$ cat src/rtl/or_pkg.sv
`default_nettype none
// +----------------------------------------------------------------------------+
// | or_pkg : shared state encoding and default sizes for the OR accumulator    |
// | Revision: 1.0                                                              |
// +----------------------------------------------------------------------------+
package or_pkg;

   localparam int C_WIDTH_DEFAULT  = 16;
   localparam int C_WINDOW_DEFAULT = 4;

   typedef enum logic [1:0] {
      IDLE  = 2'd0,
      ACCUM = 2'd1,
      HOLD  = 2'd2
   } state_t;

endpackage : or_pkg
`default_nettype wire

$ cat src/rtl/or_word.sv
`default_nettype none
// +----------------------------------------------------------------------------+
// | or_word : combinational WIDTH-bit bitwise OR, one two-input Or per bit     |
// | Revision: 1.0                                                              |
// +----------------------------------------------------------------------------+
module or_word #(
   parameter int WIDTH = 16
) (
   input  logic [WIDTH-1:0] a,
   input  logic [WIDTH-1:0] b,
   output logic [WIDTH-1:0] y
);

   for (genvar i = 0; i < WIDTH; i++) begin : g_bit
      assign y[i] = a[i] | b[i];
   end

endmodule : or_word
`default_nettype wire

$ cat src/rtl/or_window_acc.sv
`default_nettype none
// +----------------------------------------------------------------------------+
// | or_window_acc : folds up to WINDOW words into a sticky OR, holds until     |
// | taken; valid/ready on both sides, flush closes a partial window early.    |
// | Revision: 1.0                                                              |
// +----------------------------------------------------------------------------+
module or_window_acc
   import or_pkg::*;
#(
   parameter int WIDTH  = C_WIDTH_DEFAULT,
   parameter int WINDOW = C_WINDOW_DEFAULT,
   parameter int CNT_W  = $clog2(WINDOW + 1)
) (
   input  logic             clk,
   input  logic             reset,
   input  logic [WIDTH-1:0] in_data,
   input  logic             in_valid,
   output logic             in_ready,
   input  logic             flush,
   output logic [WIDTH-1:0] out,
   output logic             out_any,
   output logic [CNT_W-1:0] out_count,
   output logic             out_valid,
   input  logic             out_ready
);

   localparam logic [CNT_W-1:0] c_window = CNT_W'(WINDOW);

   state_t           r_state;
   state_t           w_state_next;
   logic [WIDTH-1:0] r_acc;
   logic [WIDTH-1:0] w_acc_next;
   logic [CNT_W-1:0] r_count;
   logic [CNT_W-1:0] w_count_next;
   logic [CNT_W-1:0] w_count_inc;
   logic [WIDTH-1:0] w_or;
   logic             w_accept;

   or_word #(
      .WIDTH (WIDTH)
   ) u_or_word (
      .a (r_acc),
      .b (in_data),
      .y (w_or)
   );

   // in_ready is a pure function of state so no combinational path crosses the block
   assign in_ready    = (r_state != HOLD);
   assign w_accept    = in_valid & in_ready;
   assign w_count_inc = r_count + CNT_W'(1);

   assign out       = r_acc;
   assign out_any   = |r_acc;
   assign out_count = r_count;
   assign out_valid = (r_state == HOLD);

   always_ff @(posedge clk or posedge reset) begin
      if (reset) begin
         r_state <= IDLE;
         r_acc   <= '0;
         r_count <= '0;
      end else begin
         r_state <= w_state_next;
         r_acc   <= w_acc_next;
         r_count <= w_count_next;
      end
   end

   always_comb begin
      w_state_next = r_state;
      w_acc_next   = r_acc;
      w_count_next = r_count;
      case (r_state)
         IDLE: begin
            // a lone flush here is dropped: empty results are never emitted
            if (w_accept) begin
               w_acc_next   = in_data;
               w_count_next = CNT_W'(1);
               w_state_next = ((WINDOW == 1) || flush) ? HOLD : ACCUM;
            end
         end
         ACCUM: begin
            if (w_accept) begin
               w_acc_next   = w_or;
               w_count_next = w_count_inc;
               if ((w_count_inc == c_window) || flush) begin
                  w_state_next = HOLD;
               end
            end else if (flush) begin
               w_state_next = HOLD;
            end
         end
         HOLD: begin
            if (out_ready) begin
               w_state_next = IDLE;
               w_acc_next   = '0;
               w_count_next = '0;
            end
         end
         default: begin
            w_state_next = IDLE;
            w_acc_next   = '0;
            w_count_next = '0;
         end
      endcase
   end

endmodule : or_window_acc
`default_nettype wire

$ cat config.mk
export PLATFORM = sky130hd
export DESIGN_NAME = or_window_acc
export DESIGN_NICKNAME = d
export VERILOG_FILES = /design/src/rtl/or_pkg.sv /design/src/rtl/or_word.sv /design/src/rtl/or_window_acc.sv
export SDC_FILE = /design/constraint.sdc
export NUM_CORES = 1
export LEC_CHECK = 0
export CORE_ASPECT_RATIO = 1.5
export CORE_MARGIN = 2
export CORE_UTILIZATION = 40
export CTS_BUF_LIST = sky130_fd_sc_hd__clkbuf_8
export DETAILED_ROUTE_END_ITERATION = 8
export GPL_ROUTABILITY_DRIVEN = 0
export MAX_ROUTING_LAYER = met4
export PLACE_DENSITY = 0.7
export SLEW_MARGIN = 20
export SYNTH_ARGS = -nofsm -noshare
export SYNTH_HDL_FRONTEND = slang
export SYNTH_HIERARCHICAL = 1
export SYNTH_SLANG_ARGS = --single-unit
$ cat constraint.sdc
create_clock -name clk -period 2.13 [get_ports clk]
set_input_delay 0.426 -clock clk [delete_from_list [all_inputs] [get_ports clk]]
set_output_delay 0.426 -clock clk [all_outputs]
set_load 0.01 [all_outputs]
==> parameters.txt, run 1 <==
Parameter                              Value

Status
  Run status ... finished, final reports clean

Logic synthesis
  Post-synthesis simple-gate area fraction ... 20.73%
  Yosys top cell by area ... sky130_fd_sc_hd__dfrtp_1
  Syn Inst Count ... 145
  Mux cell area share after synthesis ... 17.72%
  Share of synthesized cell area in full adder, half adder and majority cells ... 1.826%
  Total nets after synthesis ... 168
  EDFF count, synth ... 0
  Top cell type's share of synthesized area ... 38.36%
  Flip-flop and latch count after synthesis ... 21
  Dominant register cell in the synthesized netlist ... sky130_fd_sc_hd__dfrtp_1
  Proportion of synthesized flip-flops having asynchronous set or reset ... 100.0%
  Count of distinct cell types in the synthesized netlist ... 31
  Synth Warn # ... 6
  Netlist Area Pre-Place ... 1370 um2
  Mean post-synth cell area ... 9.449 um2
  Fraction of synthesized cell area in xor and xnor cells ... 0.6393%
  Compound-Gate Fraction of Synth Area ... 9.863%
  Dominant cells by area after synthesis ... sky130_fd_sc_hd__dfrtp_1 (38%), sky130_fd_sc_hd__mux2_4 (12%), sky130_fd_sc_hd__or2_1 (7.3%), sky130_fd_sc_hd__nand3_1 (6.2%), sky130_fd_sc_hd__inv_1 (5.5%)
  Sequential element share of the synthesized area ... 38.36%
  Combinational family with the most area after synthesis ... simple AND/OR/NAND/NOR gates

Pwr
  Final total power ... 1447 uW
  Switching Power ... 489.9 uW
  Switching fraction of total power ... 33.86%
  Relative contribution of sequential cells to total power ... 40.7%
  Part of the total power dissipated in combinational logic ... 41.3%
  Power density normalized to cell area ... 776.1 nW/um2
  Clock network fraction of design power ... 18.0%
  Leakage dissipation ... 0.0007995 uW
  Internal power component ... 956.9 uW
  IR Drop Worst-Case VDD ... 0.5734 mV

Timing
  Final setup violating endpoints ... 0
  Max-slew violations ... 0
  Clock skew after layout ... 0.001838 ns
  Minimum setup slack in the final design ... 0.06257 ns
  Time the worst path needs with I/O delays and setup ... 2.067 ns
  Hold Violations, Final ... 0
  Slew headroom ... 58.79%
  Transition time of the tightest slew-check pin ... 0.6175 ns
  Final period util ... 97.06%
  Worst hold margin ... 0.5051 ns
  Highest Clock Rate ... 483.7 MHz

Global route
  First-pass GRT wire length ... 4.940 mm
  Vias in the first global route ... 1102
  Maximum number of pins on one net before global-route repair ... 25
  Global-route total usage across every layer ... 16.97%
  Initial antenna violation count ... 0
  GRT overflow ... 0

Floorplanning
  Die width ... 51.79 um
  Die area ... 3919 um2
  DIE HEIGHT ... 75.68 um
  Core box area ... 3351 um2
  Top-level port count ... 43
  Std-Cell Rows ... 26
  Effective utilization at floorplan ... 40.89%

Setup path
  Category of the most critical setup path ... reg -> out
  WP data arrival ... 1.64 ns
  Top fanout value on the critical path ... 4
  Crit path required time ... 1.70 ns
  Type of destination of the critical path ... output port
  Critical Path Source Type ... flip-flop

Clock network
  Htree depth ... 1
  Clock insertion delay at the later pin of the skew report ... 0.26 ns
  Buffers inserted during post-CTS setup optimization ... 0
  Clock sink total ... 21
  TritonCTS Buffers ... 3
  Buffer type at the clock tree root ... sky130_fd_sc_hd__clkbuf_8
  CTS tree ... yes
  Number of buffers added to fix hold violations after cts ... 0
  Clock input transition at the sequential cells of the worst setup and hold paths ... 0.08 ns
  CTS Buffer Depth ... 2

Flow run
  Max Cap Violations ... 0

Route
  Drc violations ... 0
  Wire length per cell after detailed routing ... 13.14 um
  Length of the first detailed-routing pass in iterations ... 4
  Iteration-0 DRC Markers ... 18
  Number of vias in the routed layout ... 1139
  Final routed wirelength across all metal layers ... 2.995 mm
  Post-detailed-route via-to-cell ratio ... 4.996
  Antenna Violating Nets Remaining ... 0

Final layout
  Total inserted antenna cells ... 0
  Area growth syn-to-layout ... 36.07%
  Share of final-layout standard cells stronger than drive strength 1 ... 16.13%
  Total Nets Final ... 210
  Post-layout instance count excluding filler cells ... 228

Min path
  Path category of the worst min-delay check ... in -> async

Placed design
  Number of placed instances, taps included ... 224
  Port buffer count ... 42
  Placement-stage worst setup slack ... 0.3185 ns
  Detail Placement HPWL ... 2.129 mm
final timing paths:
| path | start | end | slack [ns] | cells past startpoint |
|---|---|---|---|---|
| worst max-delay path | out[5] | out_any | 0.06 | 3 |
| worst min register to register | out[1] | out[1] | 0.57 | 2 |
| worst min-delay path | reset | out_count[2] | 0.51 | 3 |
| max in group asynchronous | reset | out[15] | 1.41 | 3 |
| worst max register to register | r_state[0] | out[4] | 0.62 | 5 |
| min in group clk | out[1] | out[1] | 0.57 | 2 |
cells in the mapped netlist (2+ instances only):
master                     n
sky130_fd_sc_hd__or2_1    16
sky130_fd_sc_hd__o21ai_1  10
sky130_fd_sc_hd__buf_6     3
sky130_fd_sc_hd__nand2_1   2
sky130_fd_sc_hd__inv_1    20
sky130_fd_sc_hd__mux2_4   11
sky130_fd_sc_hd__nor4_1    4
sky130_fd_sc_hd__buf_2     2
sky130_fd_sc_hd__dfrtp_1  21
sky130_fd_sc_hd__a31oi_1   2
sky130_fd_sc_hd__mux2_2    6
sky130_fd_sc_hd__nand4_1   3
sky130_fd_sc_hd__nor2_1    2
sky130_fd_sc_hd__o21ai_0   9
sky130_fd_sc_hd__ha_1      2
sky130_fd_sc_hd__nand3_1  17
registers in the layout, summed over array words and instances, names as in the netlist:
name       cells
r_state        2
out           16
out_count      3
kinds of logic (layout without fill, tap and decap cells):
family | Yosys count | count (layout)
buffers and inverters | 29 | 70
AO/OA/AOI/OAI | 24 | 24
AND/OR/NAND/NOR | 50 | 50
multiplexers | 18 | 18
flip-flops | 21 | 21
adder cells (fa/ha/maj) | 2 | 2
XOR/XNOR | 1 | 1
placed cells by master, fill, tap and decap left out, drive strengths merged, types with 3 or more instances in the layout:
cell type,synthesis,routed
clkdlybuf4s50,0,42
dfrtp,21,21
inv,20,20
o21ai,19,19
nand3,17,17
mux2,17,17
or2,16,16
buf,8,4
nor4,4,4
nand4,3,3
clkbuf,1,3
nor2,3,3
per-layer routing:
layer	share of wire [%]	routed length (um)	vias to the layer above	track usage [%]
li1	-	-	568	-
met3	5.6	167	2	2.157
met1	43	1283	533	20.33
met5	0	0	-	-
met2	51	1529	36	30.06
met4	0.50	15	0	4.386
per-stage QoR:
step / util [%] / cell area [um2] / TNS, ns
2_1_floorplan: - / 1370 / 0
3_3_place_gp: 53.70 / 1799 / 0
3_5_place_dp: 53.70 / 1799 / 0
4_1_cts: 55.08 / 1846 / 0
5_1_grt: 55.64 / 1864 / -0.003900
6_report: 55.64 / 1864 / 0
repair_timing:
| action | CTS | global route |
|---|---|---|
| gates resized for setup | 0 | 3 |
| endpoints found under the hold margin | 0 | 0 |
| endpoints found under the setup margin | 0 | 1 |
critical path: stages, from the launching register on:
cell and delay, ns:
sky130_fd_sc_hd__dfrtp_1 0.42, sky130_fd_sc_hd__nor4_2 0.31, sky130_fd_sc_hd__nand4_1 0.15, sky130_fd_sc_hd__clkdlybuf4s50_1 0.50
power by group through the flow:
stage | sequential, uW | combinational, uW | clock [uW]
2_1_floorplan | 595 | 322 | 0
3_3_place_gp | 578 | 589 | 0
3_5_place_dp | 588 | 595 | 0
4_1_cts | 582 | 598 | 271
5_1_grt | 605 | 655 | 288
6_report | 589 | 598 | 260
cell type report:
cell class | instances | area [um2]
fillers | 306 | 1486
multi-input cells | 95 | 714.4
flip-flops and latches | 21 | 525.5
repair buffers | 46 | 450.4
inverters | 20 | 75.07
well taps | 42 | 52.55
clock buffers | 3 | 41.29
clock inverters | 1 | 5.005
No activity file was read; power rests on OpenSTA's default activity.
==> inputs of run 2 (changes only) <==
--- a/config.mk
+++ b/config.mk
@@ -9,6 +9,7 @@
 export CORE_MARGIN = 2
 export CORE_UTILIZATION = 40
 export CTS_BUF_LIST = sky130_fd_sc_hd__clkbuf_8
+export CTS_CLUSTER_SIZE = 28
 export DETAILED_ROUTE_END_ITERATION = 8
 export GPL_ROUTABILITY_DRIVEN = 0
 export MAX_ROUTING_LAYER = met4
==> results of run 2 <==
Same layout as run 1: the final DEF is identical, and so are final timing and power.
==> inputs of run 3 (changes only) <==
--- a/config.mk
+++ b/config.mk
@@ -6,14 +6,14 @@
 export NUM_CORES = 1
 export LEC_CHECK = 0
 export CORE_ASPECT_RATIO = 1.5
-export CORE_MARGIN = 2
+export CORE_MARGIN = 1.5
 export CORE_UTILIZATION = 40
 export CTS_BUF_LIST = sky130_fd_sc_hd__clkbuf_8
 export CTS_CLUSTER_SIZE = 28
 export DETAILED_ROUTE_END_ITERATION = 8
+export DONT_BUFFER_PORTS = 1
 export GPL_ROUTABILITY_DRIVEN = 0
 export MAX_ROUTING_LAYER = met4
-export PLACE_DENSITY = 0.7
 export SLEW_MARGIN = 20
 export SYNTH_ARGS = -nofsm -noshare
 export SYNTH_HDL_FRONTEND = slang
==> run 3 against run 2 <==
Sequential share of layout area increased by 8.9 points. First-iteration DRC count increased by 44%. Register-to-register slack improved by 0.13 ns. Via count decreased by 13%. Clock power increased by 5%. Global-route usage decreased by 0.23 points. Routed wire length decreased by 3.9%. Highest routed layer unchanged.
==> parameters.txt, run 3 (synthesis gave the netlist of run 1 again) <==
Parameter                              Value

Pwr
  Switching fraction of total power ... 37.20%
  Part of the total power dissipated in combinational logic ... 27.1%
  Final total power ... 1241 uW
  Power density normalized to cell area ... 875.3 nW/um2
  Clock network fraction of design power ... 22.1%
  IR Drop Worst-Case VDD ... 0.3947 mV
  Switching Power ... 461.6 uW
  Leakage dissipation ... 0.0006282 uW
  Internal power component ... 779.2 uW
  Relative contribution of sequential cells to total power ... 50.8%

Clock network
  Number of buffers added to fix hold violations after cts ... 0
  Clock insertion delay at the later pin of the skew report ... 0.27 ns
  Buffer type at the clock tree root ... sky130_fd_sc_hd__clkbuf_8
  CTS Buffer Depth ... 2
  TritonCTS Buffers ... 3
  Post-CTS sizing ... 0
  Htree depth ... 1
  CTS tree ... yes
  Buffers inserted during post-CTS setup optimization ... 0
  Clock sink total ... 21
  Clock input transition at the sequential cells of the worst setup and hold paths ... 0.09 ns

Final layout
  Filler cell count in the final layout ... 344
  Share of final-layout standard cells stronger than drive strength 1 ... 18.18%
  Total inserted antenna cells ... 0
  Area growth syn-to-layout ... 3.470%
  Most frequent cells in the layout ... sky130_fd_sc_hd__dfrtp_1 (21), sky130_fd_sc_hd__inv_1 (20), sky130_fd_sc_hd__nand3_1 (17)
  Core Util, Final ... 44.00%
  Finished Cell Area ... 1418 um2
  Leading cell type in the layout, fill and taps excluded ... sky130_fd_sc_hd__dfrtp_1
  Flip-flop count of the largest register, all copies and words added ... 16
  Total Nets Final ... 167

Setup path
  Reg-to-reg setup timing slack ... 0.75 ns
  FF-to-FF End ... r_state[1]
  WP data arrival ... 1.45 ns
  Length in cells of the worst reg-to-reg path ... 3
  Crit path required time ... 1.70 ns
  Crit path to ... out_any
  Timing startpoint of the critical path ... out[4]
  Category of the most critical setup path ... reg -> out
  Crit Reg-Reg Startpoint ... r_state[1]
  Top fanout value on the critical path ... 4
  Critical Path Source Type ... flip-flop
  Type of destination of the critical path ... output port

Global route
  Vias in the first global route ... 987
  Initial antenna violation count ... 0
  GRT overflow ... 0
  Maximum number of pins on one net before global-route repair ... 24
  Global-route total usage across every layer ... 16.74%
  First-pass GRT wire length ... 4.671 mm

Route
  Length of the first detailed-routing pass in iterations ... 4
  Final routed wirelength across all metal layers ... 2.877 mm
  Antenna Violating Nets Remaining ... 0
  Number of vias in the routed layout ... 991
  Iteration-0 DRC Markers ... 26
  Wire length per cell after detailed routing ... 15.72 um
  Post-detailed-route via-to-cell ratio ... 5.415
  Drc violations ... 0

Timing
  Max-slew violations ... 0
  Worst hold margin ... 0.2091 ns
  Final period util ... 87.87%
  Hold Violations, Final ... 0
  Highest Clock Rate ... 534.3 MHz
  Final setup violating endpoints ... 0
  Slew headroom ... 44.17%
  Transition time of the tightest slew-check pin ... 0.8365 ns
  Clock skew after layout ... 0.009090 ns
  Time the worst path needs with I/O delays and setup ... 1.872 ns
  RSZ-0062 raised after global routing ... no
  Fin Setup TNS ... 0 ns

Floorplanning
  Core box area ... 3222 um2
  Top-level port count ... 43
  DIE HEIGHT ... 74.68 um
  Std-Cell Rows ... 25
  Die width ... 50.79 um
  Effective utilization at floorplan ... 42.52%
  Die area ... 3793 um2

Min path
  Path category of the worst min-delay check ... in -> async

Placed design
  Port buffer count ... 0
  Standard cell area after detailed placement ... 1369 um2
  Detail Placement HPWL ... 2.078 mm

Status
  Run status ... finished, final reports clean

Flow run
  Max Cap Violations ... 0
==> run 3: cell count changes in the layout (fill, tap and decap cells not counted), sizes merged <==
cell / change
clkinv: -1
buf: -1
clkdlybuf4s50: -42
clkinvlp: +1
==> run 3: cell type report <==
class | instances | area (um2) | area share [%]
multi-input cells | 95 | 695.7 | 49.07
flip-flops and latches | 21 | 525.5 | 37.07
inverters | 20 | 75.07 | 5.296
well taps | 40 | 50.05 | 3.530
clock buffers | 3 | 41.29 | 2.913
repair buffers | 3 | 22.52 | 1.589
clock inverters | 1 | 7.507 | 0.5296
==> run 3: power by group through the flow <==
stage               combinational [uW]  clock (uW)  sequential (uW)
global placement                   327           0              635
CTS                                341         280              633
finish                             336         274              631
floorplan                          322           0              595
global route                       381         303              646
detailed placement                 338           0              642
==> run 3: stage by stage <==
stage               instances  worst slack [ns]
floorplan                 145            0.8502
CTS                       183            0.2902
global route              183            0.1904
finish                    183            0.2585
detailed placement        179            0.5945
global placement          179            0.6282
==> run 3: critical path, cell delays in order (launching register included) <==
cell and delay (ns):
sky130_fd_sc_hd__dfrtp_1 0.45, sky130_fd_sc_hd__nor4_1 0.47, sky130_fd_sc_hd__nand4_1 0.26
==> run 3: per-layer routing <==
layer	track usage [%]	vias to the layer above	routed length [um]
met5	-	-	0
met4	4.805	0	27
met3	3.770	4	174
met2	30.12	37	1503
met1	18.47	466	1172
li1	-	484	-
==> run 3: worst min path at each step <==
stage	startpoint	end	slack [ns]	depth (start not counted)
floorplan	reset	out[0]	0.40	1
global placement	reset	out[7]	0.52	1
detailed placement	reset	out[7]	0.52	1
CTS	reset	out[7]	0.23	1
global route	reset	out[7]	0.27	1
finish	reset	out[7]	0.21	1
